<file path="src/rtl/wb_boot_loader.sv">
// wb_boot_loader
//   Wishbone B3 classic master that streams a program image into system
//   memory and holds the CPU in reset until the image is fully written.
//
//   Ports:
//     wb_clk_i, wb_rst_i        clock, synchronous active-high reset
//     ld_base_i                 load base address (captured on first word, [1:0] forced 0)
//     ld_valid_i/ld_ready_o     word stream handshake
//     ld_data_i, ld_last_i      word data, final-word qualifier
//     wbm_*                     Wishbone master interface (single writes, cti/bte classic)
//     cpu_rst_o                 CPU reset request, released RST_HOLD cycles after final ack
//     done_o, err_o             sticky completion / failure flags
//     word_cnt_o                words acknowledged so far
module wb_boot_loader #(
  parameter int unsigned MAX_RETRY = 8,
  parameter int unsigned RST_HOLD  = 16
) (
  input  logic        wb_clk_i,
  input  logic        wb_rst_i,
  input  logic [31:0] ld_base_i,
  input  logic        ld_valid_i,
  input  logic [31:0] ld_data_i,
  input  logic        ld_last_i,
  output logic        ld_ready_o,
  output logic [31:0] wbm_adr_o,
  output logic [31:0] wbm_dat_o,
  output logic [3:0]  wbm_sel_o,
  output logic        wbm_we_o,
  output logic        wbm_cyc_o,
  output logic        wbm_stb_o,
  output logic [2:0]  wbm_cti_o,
  output logic [1:0]  wbm_bte_o,
  input  logic        wbm_ack_i,
  input  logic        wbm_err_i,
  input  logic        wbm_rty_i,
  output logic        cpu_rst_o,
  output logic        done_o,
  output logic        err_o,
  output logic [31:0] word_cnt_o
);

  localparam logic [2:0] S_IDLE    = 3'd0;
  localparam logic [2:0] S_WRITE   = 3'd1;
  localparam logic [2:0] S_BACKOFF = 3'd2;
  localparam logic [2:0] S_HOLD    = 3'd3;
  localparam logic [2:0] S_DONE    = 3'd4;
  localparam logic [2:0] S_FAIL    = 3'd5;

  localparam logic [15:0] HOLD_LAST   = 16'(RST_HOLD - 1);
  localparam logic [8:0]  RETRY_LIMIT = 9'(MAX_RETRY);
  localparam logic [31:0] WORD_MASK   = 32'hFFFF_FFFC;

  logic [2:0]  state;
  logic [2:0]  state_n;
  logic [31:0] base_reg;
  logic        last_reg;
  logic [7:0]  retry_cnt;
  logic [8:0]  retry_nxt;
  logic [15:0] hold_cnt;
  logic        take;
  logic [31:0] base_eff;
  logic [31:0] word_adr;

  assign wbm_cti_o = 3'b000;
  assign wbm_bte_o = 2'b00;

  assign take      = (state == S_IDLE) && ld_valid_i && ld_ready_o;
  assign retry_nxt = {1'b0, retry_cnt} + 9'd1;
  // The first word of an image takes its base straight from the port; later
  // words reuse the captured base.
  assign base_eff  = (word_cnt_o == '0) ? (ld_base_i & WORD_MASK) : base_reg;
  assign word_adr  = base_eff + {word_cnt_o[29:0], 2'b00};

  always_comb begin
    state_n = state;
    case (state)
      S_IDLE:    if (take) state_n = S_WRITE;
      S_WRITE: begin
        if (wbm_err_i)      state_n = S_FAIL;
        else if (wbm_ack_i) state_n = last_reg ? S_HOLD : S_IDLE;
        else if (wbm_rty_i) state_n = (retry_nxt > RETRY_LIMIT) ? S_FAIL : S_BACKOFF;
      end
      S_BACKOFF: state_n = S_WRITE;
      S_HOLD:    if (hold_cnt == HOLD_LAST) state_n = S_DONE;
      S_DONE:    state_n = S_DONE;
      S_FAIL:    state_n = S_FAIL;
      default:   state_n = S_IDLE;
    endcase
  end

  // Bus and status outputs are registered from the next state so that they
  // line up with the state they describe without any combinational path
  // from wbm_ack_i/err_i/rty_i to the outputs.
  always_ff @(posedge wb_clk_i) begin
    if (wb_rst_i) begin
      state      <= S_IDLE;
      ld_ready_o <= 1'b0;
      wbm_adr_o  <= '0;
      wbm_dat_o  <= '0;
      wbm_sel_o  <= '0;
      wbm_we_o   <= 1'b0;
      wbm_cyc_o  <= 1'b0;
      wbm_stb_o  <= 1'b0;
      cpu_rst_o  <= 1'b1;
      done_o     <= 1'b0;
      err_o      <= 1'b0;
      word_cnt_o <= '0;
      base_reg   <= '0;
      last_reg   <= 1'b0;
      retry_cnt  <= '0;
      hold_cnt   <= '0;
    end else begin
      state      <= state_n;
      ld_ready_o <= (state_n == S_IDLE);
      wbm_cyc_o  <= (state_n == S_WRITE);
      wbm_stb_o  <= (state_n == S_WRITE);
      wbm_we_o   <= (state_n == S_WRITE);
      wbm_sel_o  <= {4{state_n == S_WRITE}};
      cpu_rst_o  <= (state_n != S_DONE);
      done_o     <= (state_n == S_DONE);
      err_o      <= (state_n == S_FAIL);

      if (take) begin
        wbm_adr_o <= word_adr;
        wbm_dat_o <= ld_data_i;
        last_reg  <= ld_last_i;
        if (word_cnt_o == '0) base_reg <= ld_base_i & WORD_MASK;
      end

      // err outranks ack and rty; an errored cycle changes no counters.
      if ((state == S_WRITE) && !wbm_err_i) begin
        if (wbm_ack_i) begin
          word_cnt_o <= word_cnt_o + 32'd1;
          retry_cnt  <= '0;
        end else if (wbm_rty_i) begin
          retry_cnt  <= retry_nxt[7:0];
        end
      end

      hold_cnt <= (state == S_HOLD) ? hold_cnt + 16'd1 : '0;
    end
  end

endmodule

</file>
<file path="config.mk">
export PLATFORM = sky130hd
export DESIGN_NAME = wb_boot_loader
export DESIGN_NICKNAME = d
export VERILOG_FILES = /design/src/rtl/wb_boot_loader.sv
export SDC_FILE = /design/constraint.sdc
export NUM_CORES = 1
export LEC_CHECK = 0
export ABC_AREA = 0
export BUFFER_PORTS_ARGS = -buffer_cell sky130_fd_sc_hd__buf_4
export CAP_MARGIN = 20
export CORE_UTILIZATION = 30
export CTS_BUF_LIST = sky130_fd_sc_hd__clkbuf_4
export DETAILED_ROUTE_END_ITERATION = 7
export GPL_TIMING_DRIVEN = 1
export PLACE_DENSITY = 0.55
export SYNTH_ARGS = -nofsm -noshare
export SYNTH_HDL_FRONTEND = slang
export SYNTH_SLANG_ARGS = --single-unit
</file>
<file path="constraint.sdc">
create_clock -name wb_clk_i -period 5 [get_ports wb_clk_i]
set_input_delay 0 -clock wb_clk_i [delete_from_list [all_inputs] [get_ports wb_clk_i]]
set_output_delay 0 -clock wb_clk_i [all_outputs]
set_load 0.01 [all_outputs]
</file>
==> results of run 1 <==
[area by class of cell]
type                    instances  area, um^2  area share
diodes                          2       5.005   0.0004678
clock buffers                  19       142.6     0.01333
clock inverters                13       188.9     0.01766
inverters                      14       52.55    0.004912
multi-input cells             773        4653      0.4350
flip-flops and latches        157        3143      0.2938
well taps                     335       419.2     0.03918
repair buffers                255        2093      0.1957
[per-stage QoR]
step / instances / util / instance area, um^2
final: 1568 / 0.4071 / 10700
after global routing: 1568 / 0.4071 / 10700
after CTS: 1564 / 0.4062 / 10670
after detailed placement: 1462 / 0.3669 / 9642
after global placement: 1462 / 0.3669 / 9642
after floorplan: 1007 / - / 8133
[cells in the mapped netlist, types with 2 or more instances]
cell type  count  area, um^2
nor3_1        39       195.2
and2_1         7       43.79
nand2b_1       6       37.54
a21o_1        13       97.59
or3_1          5       31.28
buf_4         14       105.1
and3_4         2       22.52
nor2b_1        7       43.79
xnor2_1       31       271.5
a211oi_1       8       60.06
o21a_1         4       30.03
nand2_1      136       510.5
or4_1          4       30.03
nand3b_1      10       75.07
a21oi_1       94       470.5
and3_1        10       62.56
nor4_1        12       75.07
a31oi_1        8       50.05
o311ai_1       2       17.52
o211a_1        2       20.02
a211o_1        3       26.28
dfxtp_1      157        3143
buf_2          3       15.01
nand4b_1       3       26.28
o31ai_1        3       22.52
o21ai_0       27       135.1
clkbuf_1      44       165.2
nand4_1       15       93.84
inv_1         14       52.55
ha_1          34       425.4
o211ai_1       3       22.52
xor2_1        35       306.5
nor2_1       141       529.3
and4_1         8       70.07
nand3_1       33       165.2
a2111oi_0      2       17.52
mux2_2        29       326.6
mux2i_1        3       30.03
o21bai_1       9       67.56
[what timing repair did]
action | CTS | global route
endpoints found under the hold margin | 85 | 0
buffers inserted | 0 | 2
gates resized for setup | 0 | 1
endpoints found under the setup margin | 0 | 4
hold buffers | 70 | 0
[power by group through the flow]
stage	logic (W)	clock network, W	registers (W)
after detailed placement	0.000449	0	0.00139
final	0.000490	0.000908	0.00136
after CTS	0.000494	0.000949	0.00136
after floorplan	0.000261	0	0.00140
after global placement	0.000445	0	0.00139
after global routing	0.000541	0.000995	0.00137
[worst max path at each step]
stage | endpoint | slack, ps | from | cells after the start
3_3_place_gp | wbm_adr_o[25] | 310 | word_cnt_o[1] | 16
2_1_floorplan | wbm_adr_o[25] | 930 | word_cnt_o[1] | 16
6_report | wbm_adr_o[30] | 440 | word_cnt_o[1] | 16
4_1_cts | wbm_adr_o[25] | 340 | word_cnt_o[1] | 16
5_1_grt | wbm_adr_o[28] | 80 | word_cnt_o[1] | 16
3_5_place_dp | wbm_adr_o[25] | 360 | word_cnt_o[1] | 16
[logic make-up after synthesis]
group,count (synthesis),synth area share
AO/OA/AOI/OAI,188,0.1393
XOR/XNOR,66,0.07127
adder cells (fa/ha/maj),35,0.05492
buffers and inverters,77,0.04366
flip-flops,157,0.3875
multiplexers,33,0.04582
other,1,0.0004624
AND/OR/NAND/NOR,444,0.2570
[per-layer routing]
| layer | global-route usage | part of all wire | up-vias |
|---|---|---|---|
| li1 | - | - | 3893 |
| met1 | 0.2097 | 0.45 | 3457 |
| met2 | 0.2978 | 0.49 | 124 |
| met3 | 0.03588 | 0.042 | 16 |
| met4 | 0.04710 | 0.012 | 0 |
| met5 | 0 | 0 | - |
[worst max-delay path, delay by kind of cell, from the launching register on]
kind	cells	cell delay [ps]
simple gates	3	930
mux	1	380
buf+inv	1	120
fa+ha+maj	3	840
compound gates	7	1630
flops	1	450
xor+xnor	1	150
==> out/metrics.cfg, run 1 <==
[power]
power_frac_clock=0.329
p_int_w=0.001962
p_switching_w=0.0007960
leakage_nw=4.446
power_frac_seq=0.493
sw_frac_of_total=0.2886
p_per_area_mw_per_mm2=257.8
irDropWorstVdd_v=0.0001704
power_w=0.002758
combPwrFrac=0.178

[job]
maxCapViolCount=0

[floorplan]
die_area_mm2=0.02770
start_util=0.3086
rows=59
die_x_um=166.4
design.core.area_mm2=0.02628
io-pin-count=183
die_height_um=166.4

[synth]
synth-main-ff-cell=dfxtp_1
syn_inst=1001
synth_edf_count=0
post_synth_instance_area_mm2=0.008110
synth-seq-cells=157
avgSynthCellArea_um2=8.102
yosysUniqueCellTypes=60
ys_warn_count=0
ys_async_sr_fraction=0
yosysSeqAreaShare=0.3875

[timing]
tightest_slew_ps=996.3
setup_ws_ps=438.3
max_freq_ghz=0.2192
setup_tns_ps=0
skew_ps=32.62
finalCritPeriodShare=0.9123
hold_violations=0
rsz0062_at_grt=false
slew_violations=0
relSlewSlack=0.3358
hold_ws_ps=23.64
finalCriticalPeriod_ps=4562
finalSetupViolations=0

[status]
violations=design-rule violations
outcome=finished with violations

[detailed_routing]
wirelength_mm=23.54
drc_errors=10
drt-vias-per-instance=4.777
drtPass1Iterations=7
num_vias=7490
detail-route-antenna-nets=0
wl_per_cell_um=15.02
drtIter0Drc=366

[cells_and_area]
reg_top3=wbm_dat_o: 32 flops, word_cnt_o: 32 flops
nets=1324
mostFrequentLayoutCell=buf_4
fillCellCount=2797
drive_gt1_frac=0.2096
area_growth_pct=31.90
final_cell_mix=buf_4, dfxtp_1, nor2_1

[min_path]
hold_path.class=input port to flip-flop
min-delay-start=wb_rst_i
hold-path-cell-count=2
whs_endpoint=retry_cnt[0]

[global_route]
grt_max_degree=93
grt_pass1_vias=7004
gr-total-overflow=0
grt_pass1_wl_mm=37.76
grt_use_total=0.1701
antenna_found_initial=2

[setup_path]
crit_fanout=7
cp_cell_sequence=inv_1 -> ha_1 -> nor4b_1 -> nand4_1 -> nor2_4 -> mux2_2 -> ha_1 -> fa_1 -> a211oi_1 -> o21ai_0 -> a21oi_1 -> o21ai_0 -> a21oi_1 -> o221ai_1 -> xnor2_1 -> o21ai_0
r2r-start=word_cnt_o[1]
rrSetupSlack_ps=440
cpPeakStageDelay_ps=450
crit_top_cell=o21ai_0
crit_path_start_kind=flip-flop
required_ps=5520
path_class=flip-flop to flip-flop
r2r_cells=16
critical-path-slowest-cell=dfxtp_1
endpoint_kind=flip-flop
critPathArrivalTime_ps=5080
r2r-end=wbm_adr_o[30]

[clocking]
clockBufferDepth=2
cts_made_buffers=17
clockRootBuffer=clkbuf_4
clkSinkCount=157
cts_max_level=4
tritoncts=done
worstSkewPairLatency_ps=600
clk_pin_slew_ps=140

[placement]
portBuffers=173
place_congestion=0.8004
dp_slack_ps=363.2
hpwlAfterDp_mm=16.67

(Power assumes the default switching activity.)
==> inputs of run 2 (changes only) <==
ABC_AREA = 1   (was 0)
SLEW_MARGIN = 40   (was unset)
==> run 2 against run 1 <==
The flow now finishes without violations. Global-route usage grew 1.5 points. Non-clock buffer count grew 17. Synthesized area rose by 14%. Die area increased by 14%. Sequential share of layout area fell by 3.2 points. Critical endpoint is now done_o.
==> out/metrics.cfg, run 2 <==
[status]
outcome=complete, no violations  ; was finished with violations

[synth]
avgSynthCellArea_um2=6.553  ; was 8.102 um^2
synth-seq-cells=157  ; unchanged
ys_async_sr_fraction=0  ; unchanged
ys_top_cells_by_count=nand2_1, nor2_1, dfxtp_1  ; was dfxtp_1, nor2_1, nand2_1
yosysSeqAreaShare=0.3404  ; was 0.3875
synthTopCellsByArea=dfxtp_1, nand2_1, nor2_1, inv_1, a21oi_1  ; was dfxtp_1, nor2_1, nand2_1, a21oi_1, ha_1
synth_top_area_frac=0.3404  ; was 0.3875
post_synth_instance_area_mm2=0.009233  ; was 0.008110 mm^2
synth-main-ff-cell=dfxtp_1  ; unchanged
synth_edf_count=0  ; unchanged
ys_warn_count=0  ; unchanged
synth.most_common_cell=nand2_1  ; was dfxtp_1
syn_inst=1409  ; was 1,001
yosysTopAreaCell=dfxtp_1  ; unchanged
yosysUniqueCellTypes=47  ; was 60

[timing]
relSlewSlack=0.5241  ; was 0.3358
tightest_slew_ps=713.9  ; was 996.3 ps
hold_violations=0  ; unchanged
skew_ps=23.00  ; was 32.62 ps
hold_ws_ps=152.4  ; was 23.64 ps
finalSetupViolations=0  ; unchanged
setup_ws_ps=935.5  ; was 438.3 ps
rsz0062_at_grt=false  ; unchanged
setup_tns_ps=0  ; unchanged
max_freq_ghz=0.2460  ; was 0.2192 GHz
finalCriticalPeriod_ps=4065  ; was 4562 ps
slew_violations=0  ; unchanged
finalCritPeriodShare=0.8129  ; was 0.9123

[global_route]
grt_use_total=0.1847  ; was 0.1701
antenna_found_initial=1  ; was 2
grt_pass1_wl_mm=45.86  ; was 37.76 mm
grt_max_degree=97  ; was 93
gr-total-overflow=0  ; unchanged
grt_pass1_vias=8881  ; was 7,004

[clocking]
worstSkewPairLatency_ps=590  ; was 600 ps
cts_made_buffers=17  ; unchanged
clk_pin_slew_ps=160  ; was 140 ps
cts-resized-gates=0  ; unchanged
cts_max_level=4  ; unchanged
clockRootBuffer=clkbuf_4  ; unchanged
clkSinkCount=157  ; unchanged
tritoncts=done  ; unchanged
clockBufferDepth=2  ; unchanged

[cells_and_area]
nets=1752  ; was 1,324
final_core_util=0.4002  ; was 0.4071
drive_gt1_frac=0.1579  ; was 0.2096
stdcell_count=2050  ; was 1,568
reg_top3=wbm_dat_o: 32 flops, word_cnt_o: 32 flops  ; unchanged
area_growth_pct=29.83  ; was 31.90%
final_cell_mix=nand2_1, nor2_1, buf_4  ; was buf_4, dfxtp_1, nor2_1
mostFrequentLayoutCell=nand2_1  ; was buf_4

[power]
leakage_nw=5.353  ; was 4.446 nW
irDropWorstVdd_v=0.0001056  ; was 0.0001704 V
p_per_area_mw_per_mm2=230.0  ; was 257.8 mW/mm^2

[setup_path]
path_class=flip-flop to flip-flop  ; unchanged
r2r-start=retry_cnt[0]  ; was word_cnt_o[1]
critPathArrivalTime_ps=4590  ; was 5080 ps
r2r_cells=17  ; was 16
crit_path_start_kind=flip-flop  ; unchanged
crit_fanout=5  ; was 7
rrSetupSlack_ps=940  ; was 440 ps
r2r-end=done_o  ; was wbm_adr_o[30]
endpoint_kind=flip-flop  ; unchanged
crit_path_start=retry_cnt[0]  ; was word_cnt_o[1]
required_ps=5530  ; was 5520 ps
endpoint=done_o  ; was wbm_adr_o[30]

[floorplan]
design.core.area_mm2=0.02995  ; was 0.02628 mm^2
rows=63  ; was 59
start_util=0.3082  ; was 0.3086
die_height_um=177.4  ; was 166.4 um
die_x_um=177.4  ; was 166.4 um
die_area_mm2=0.03148  ; was 0.02770 mm^2
io-pin-count=183  ; unchanged

[detailed_routing]
num_vias=9586  ; was 7,490
detail-route-antenna-nets=0  ; unchanged
drt-vias-per-instance=4.676  ; was 4.777
drtPass1Iterations=7  ; unchanged
wl_per_cell_um=14.23  ; was 15.02 um
drtIter0Drc=596  ; was 366
wirelength_mm=29.18  ; was 23.54 mm
drc_errors=0  ; was 10

[placement]
place_congestion=0.8877  ; was 0.8004
portBuffers=173  ; unchanged
hpwlAfterDp_mm=21.02  ; was 16.67 mm
dp.cells=1927  ; was 1,462
dp_slack_ps=1053  ; was 363.2 ps

[job]
maxCapViolCount=0  ; unchanged

[min_path]
hold_path.class=input port to flip-flop  ; unchanged

[run 2: stage by stage]
| stage | power (W) | area (um^2) |
|---|---|---|
| 2_1_floorplan | 0.001726 | 9255 |
| 3_3_place_gp | 0.001932 | 10800 |
| 3_5_place_dp | 0.001937 | 10800 |
| 4_1_cts | 0.002801 | 11980 |
| 5_1_grt | 0.002925 | 11990 |
| 6_report | 0.002757 | 11990 |
[run 2: cells by family after synthesis]
kind of cell | synth area share
and+or+nand+nor | 0.3498
AOI/OAI and AO/OA | 0.1367
buffers and inverters | 0.09595
DFF | 0.3404
adders and majority gates | 0.04825
xor gates and xnor gates | 0.02846
other | 0.0004062
[run 2: area by class of cell]
cell class,instances,area (um^2)
Clock buffer,17,127.6
Sequential cell,157,3143
Antenna cell,1,2.502
Timing Repair Buffer,272,2278
Fill cell,3182,17970
Multi-Input combinational cell,1046,5226
Clock inverter,15,148.9
Inverter,152,571.8
Tap cell,390,488.0
[run 2: how the worst min path moves through the flow]
stage | start | to | slack (ps) | cells past startpoint
final | ld_valid_i | last_reg | 150 | 5
after global routing | ld_data_i[13] | wbm_dat_o[13] | 160 | 4
after CTS | ld_data_i[13] | wbm_dat_o[13] | 120 | 4
after detailed placement | ld_data_i[4] | wbm_dat_o[4] | 260 | 3
after global placement | ld_data_i[10] | wbm_dat_o[10] | 250 | 3
after floorplan | ld_last_i | last_reg | 140 | 2
[run 2: per-layer routing]
metal,GRT usage,vias to the layer above,routed length [um]
met2,0.3151,270,13650
met1,0.2422,4266,13790
met5,0,-,0
met4,0.05057,0,432
li1,-,5022,-
met3,0.02464,28,1306
[run 2: what timing repair did]
| item | 4_1_cts | 5_1_grt |
|---|---|---|
| setup buffers | 0 | 0 |
| endpoints found under the hold margin | 95 | 0 |
| endpoints found under the setup margin | 0 | 0 |
| hold buffers | 90 | 0 |
[run 2: where the power goes]
part           internal [W]  switching, W  leakage, nW  total, W
logic              0.000264      0.000338         3.94  0.000603
clock network      0.000225      0.000562        0.140  0.000787
registers           0.00133     0.0000392         1.28   0.00137
total               0.00182      0.000940         5.35   0.00276
[run 2: critical path, stage by stage (launching register included)]
cell,delay (ps)
dfxtp_1,450
ha_1,200
nand2_1,140
nor2_1,160
nand2_1,70
nand2_1,90
a21oi_1,50
nand3_1,110
nand2_1,60
nand2_1,50
nand2_1,40
dlygate4sd3_1,580
a21oi_2,130
dlygate4sd3_1,610
nand2_1,60
dlygate4sd3_1,570
nor2_1,100
dlygate4sd3_1,550
==> inputs of run 3 (changes only) <==
PLACE_DENSITY = 0.56   (was 0.55)
clock period = 3.6 ns   (was 5 ns; I/O delays follow)
==> run 3 against run 2 <==
Utilization grew 1.2 points. Clock skew grew 9.9 ps. Die area is the same. Combinational power grew 42%. Sequential share of layout area shrank 0.78 points. First-iteration DRC count shrank 11%. Setup slack lost 660 ps. Clock power grew 39%. Non-clock buffer count grew 42. Clock-buffer cell count grew 1. Register-to-register slack lost 660 ps. Highest routed layer unchanged.
==> out/metrics.cfg, run 3 (synthesis gave the netlist of run 2 again) <==
[status]
outcome=complete, no violations  ; unchanged

[power]
power_frac_clock=0.284  ; was 0.285
sw_frac_of_total=0.3274  ; was 0.3408
p_per_area_mw_per_mm2=311.7  ; was 230.0 mW/mm^2
leakage_nw=5.694  ; was 5.353 nW
p_int_w=0.002590  ; was 0.001818 W
p_switching_w=0.001261  ; was 0.0009396 W
irDropWorstVdd_v=0.0002073  ; was 0.0001056 V
combPwrFrac=0.222  ; was 0.219
power_frac_seq=0.494  ; was 0.496

[timing]
tightest_slew_ps=682.0  ; was 713.9 ps
finalCriticalPeriod_ps=3322  ; was 4065 ps
max_freq_ghz=0.3011  ; was 0.2460 GHz
hold_violations=0  ; unchanged
rsz0062_at_grt=false  ; unchanged
slew_violations=0  ; unchanged
setup_tns_ps=0  ; unchanged
relSlewSlack=0.5454  ; was 0.5241
finalSetupViolations=0  ; unchanged
setup_ws_ps=278.5  ; was 935.5 ps
skew_ps=32.87  ; was 23.00 ps
finalCritPeriodShare=0.9226  ; was 0.8129

[clocking]
clockBufferDepth=2  ; unchanged
clockRootBuffer=clkbuf_4  ; unchanged
clkSinkCount=157  ; unchanged
cts_made_buffers=17  ; unchanged
clk_pin_slew_ps=140  ; was 160 ps
cts_max_level=4  ; unchanged
worstSkewPairLatency_ps=600  ; was 590 ps
tritoncts=done  ; unchanged

[detailed_routing]
drtIter0Drc=533  ; was 596
wirelength_mm=29.69  ; was 29.18 mm
drtPass1Iterations=5  ; was 7
num_vias=9893  ; was 9,586
wl_per_cell_um=14.19  ; was 14.23 um
drt-vias-per-instance=4.729  ; was 4.676
drc_errors=0  ; unchanged
detail-route-antenna-nets=0  ; unchanged

[cells_and_area]
nets=1794  ; was 1,752
area_growth_pct=33.78  ; was 29.83%
stdcell_area_mm2=0.01235  ; was 0.01199 mm^2
mostFrequentLayoutCell=nand2_1  ; unchanged
drive_gt1_frac=0.1717  ; was 0.1579
reg_top3=wbm_dat_o: 32 flops, word_cnt_o: 32 flops  ; unchanged
final_cell_mix=nand2_1, nor2_1, buf_4  ; unchanged

[placement]
placed_area_mm2=0.01105  ; was 0.01080 mm^2
place_congestion=0.9397  ; was 0.8877
dp_slack_ps=307.1  ; was 1053 ps
hpwlAfterDp_mm=21.65  ; was 21.02 mm
portBuffers=173  ; unchanged

[global_route]
grt_use_total=0.1868  ; was 0.1847
antenna_found_initial=1  ; unchanged
grt_pass1_vias=9235  ; was 8,881
gr-total-overflow=0  ; unchanged
grt_pass1_wl_mm=46.43  ; was 45.86 mm
grt_max_degree=91  ; was 97

[setup_path]
required_ps=4090  ; was 5530 ps
cp_cell_sequence=inv_1 -> ha_1 -> nand4_1 -> nor2_1 -> nand2_1 -> nor2_2 -> buf_12 -> nor2_1 -> nor2_1 -> ha_1 -> a21oi_1 -> o21ai_0 -> a21oi_1 -> nand3_1 -> xor2_1 -> o21bai_1 -> inv_1  ; was ha_1 -> nand2_1 -> nor2_1 -> nand2_1 -> nand2_1 -> a21oi_1 -> nand3_1 -> nand2_1 -> nand2_1 -> nand2_1 -> dlygate4sd3_1 -> a21oi_2 -> dlygate4sd3_1 -> nand2_1 -> dlygate4sd3_1 -> nor2_1 -> dlygate4sd3_1
critical-path-slowest-cell=ha_1  ; was dlygate4sd3_1
path_class=flip-flop to flip-flop  ; unchanged
crit_top_cell=nor2_1  ; was nand2_1
crit_path_start=word_cnt_o[0]  ; was retry_cnt[0]
critPathTopFamily=simple AND/OR/NAND/NOR gates  ; was buffers and inverters
r2r-start=word_cnt_o[0]  ; was retry_cnt[0]
crit_path_start_kind=flip-flop  ; unchanged
crit_fanout=30  ; was 5
critPathBufInv=3  ; was 4
endpoint_kind=flip-flop  ; unchanged
cpPeakStageDelay_ps=380  ; was 610 ps
critPathArrivalTime_ps=3820  ; was 4590 ps

[floorplan]
rows=63  ; unchanged
die_height_um=177.4  ; unchanged
design.core.area_mm2=0.02995  ; unchanged
die_area_mm2=0.03148  ; unchanged
die_x_um=177.4  ; unchanged
start_util=0.3082  ; unchanged
io-pin-count=183  ; unchanged

[job]
maxCapViolCount=0  ; unchanged

[min_path]
min-delay-start=ld_valid_i  ; unchanged
hold_path.class=input port to flip-flop  ; unchanged

run 3: area by class of cell:
| cell class | instances | area [um^2] |
|---|---|---|
| fillers | 3192 | 17600 |
| clock buffers | 18 | 135.1 |
| clock inverters | 14 | 135.1 |
| inverters | 152 | 573.1 |
| well taps | 390 | 488.0 |
| repair buffers | 314 | 2645 |
| diodes | 1 | 2.502 |
| flip-flops and latches | 157 | 3143 |
| multi-input cells | 1046 | 5230 |
run 3: routing by layer:
| layer | GRT usage | up-vias | wire (um) |
|---|---|---|---|
| met1 | 0.2391 | 4514 | 13760 |
| met4 | 0.05306 | 0 | 454 |
| li1 | - | 5101 | - |
| met2 | 0.3192 | 252 | 14030 |
| met3 | 0.03278 | 26 | 1439 |
| met5 | 0 | - | 0 |
run 3: worst paths after layout:
kind	endpoint	slack, ps	cells after the start
worst min register to register	hold_cnt[0]	460	1
worst min-delay path	last_reg	120	5
worst max register to register	wbm_adr_o[22]	280	17
worst max-delay path	wbm_adr_o[22]	280	17
run 3: per-stage QoR:
step           total power [W]    util  hold slack, ps  instances
2_1_floorplan         0.002397       -           143.8       1415
3_3_place_gp          0.002687  0.3681           253.3       1956
3_5_place_dp          0.002698  0.3689           260.0       1957
4_1_cts               0.003905  0.4120           56.58       2091
5_1_grt               0.004065  0.4124           208.7       2092
6_report              0.003850  0.4124           123.9       2092
run 3: power by group through the flow:
stage	logic (W)	clock network, W	registers (W)
finish	0.000855	0.00109	0.00190
global route	0.000947	0.00121	0.00191
CTS	0.000855	0.00115	0.00190
detailed placement	0.000760	0	0.00194
global placement	0.000752	0	0.00194
floorplan	0.000436	0	0.00196
run 3: repair_timing:
action	in CTS	in global routing
endpoints found under the hold margin	98	0
hold buffers	102	0
gates resized for setup	0	1
setup endpoints to repair	0	2
buffers inserted	0	0
run 3: tightest hold or removal path, stage by stage:
cell and delay [ps]:
buf_4 80, nand4_1 140, clkinv_2 280, nand2_1 80, a21oi_1 100
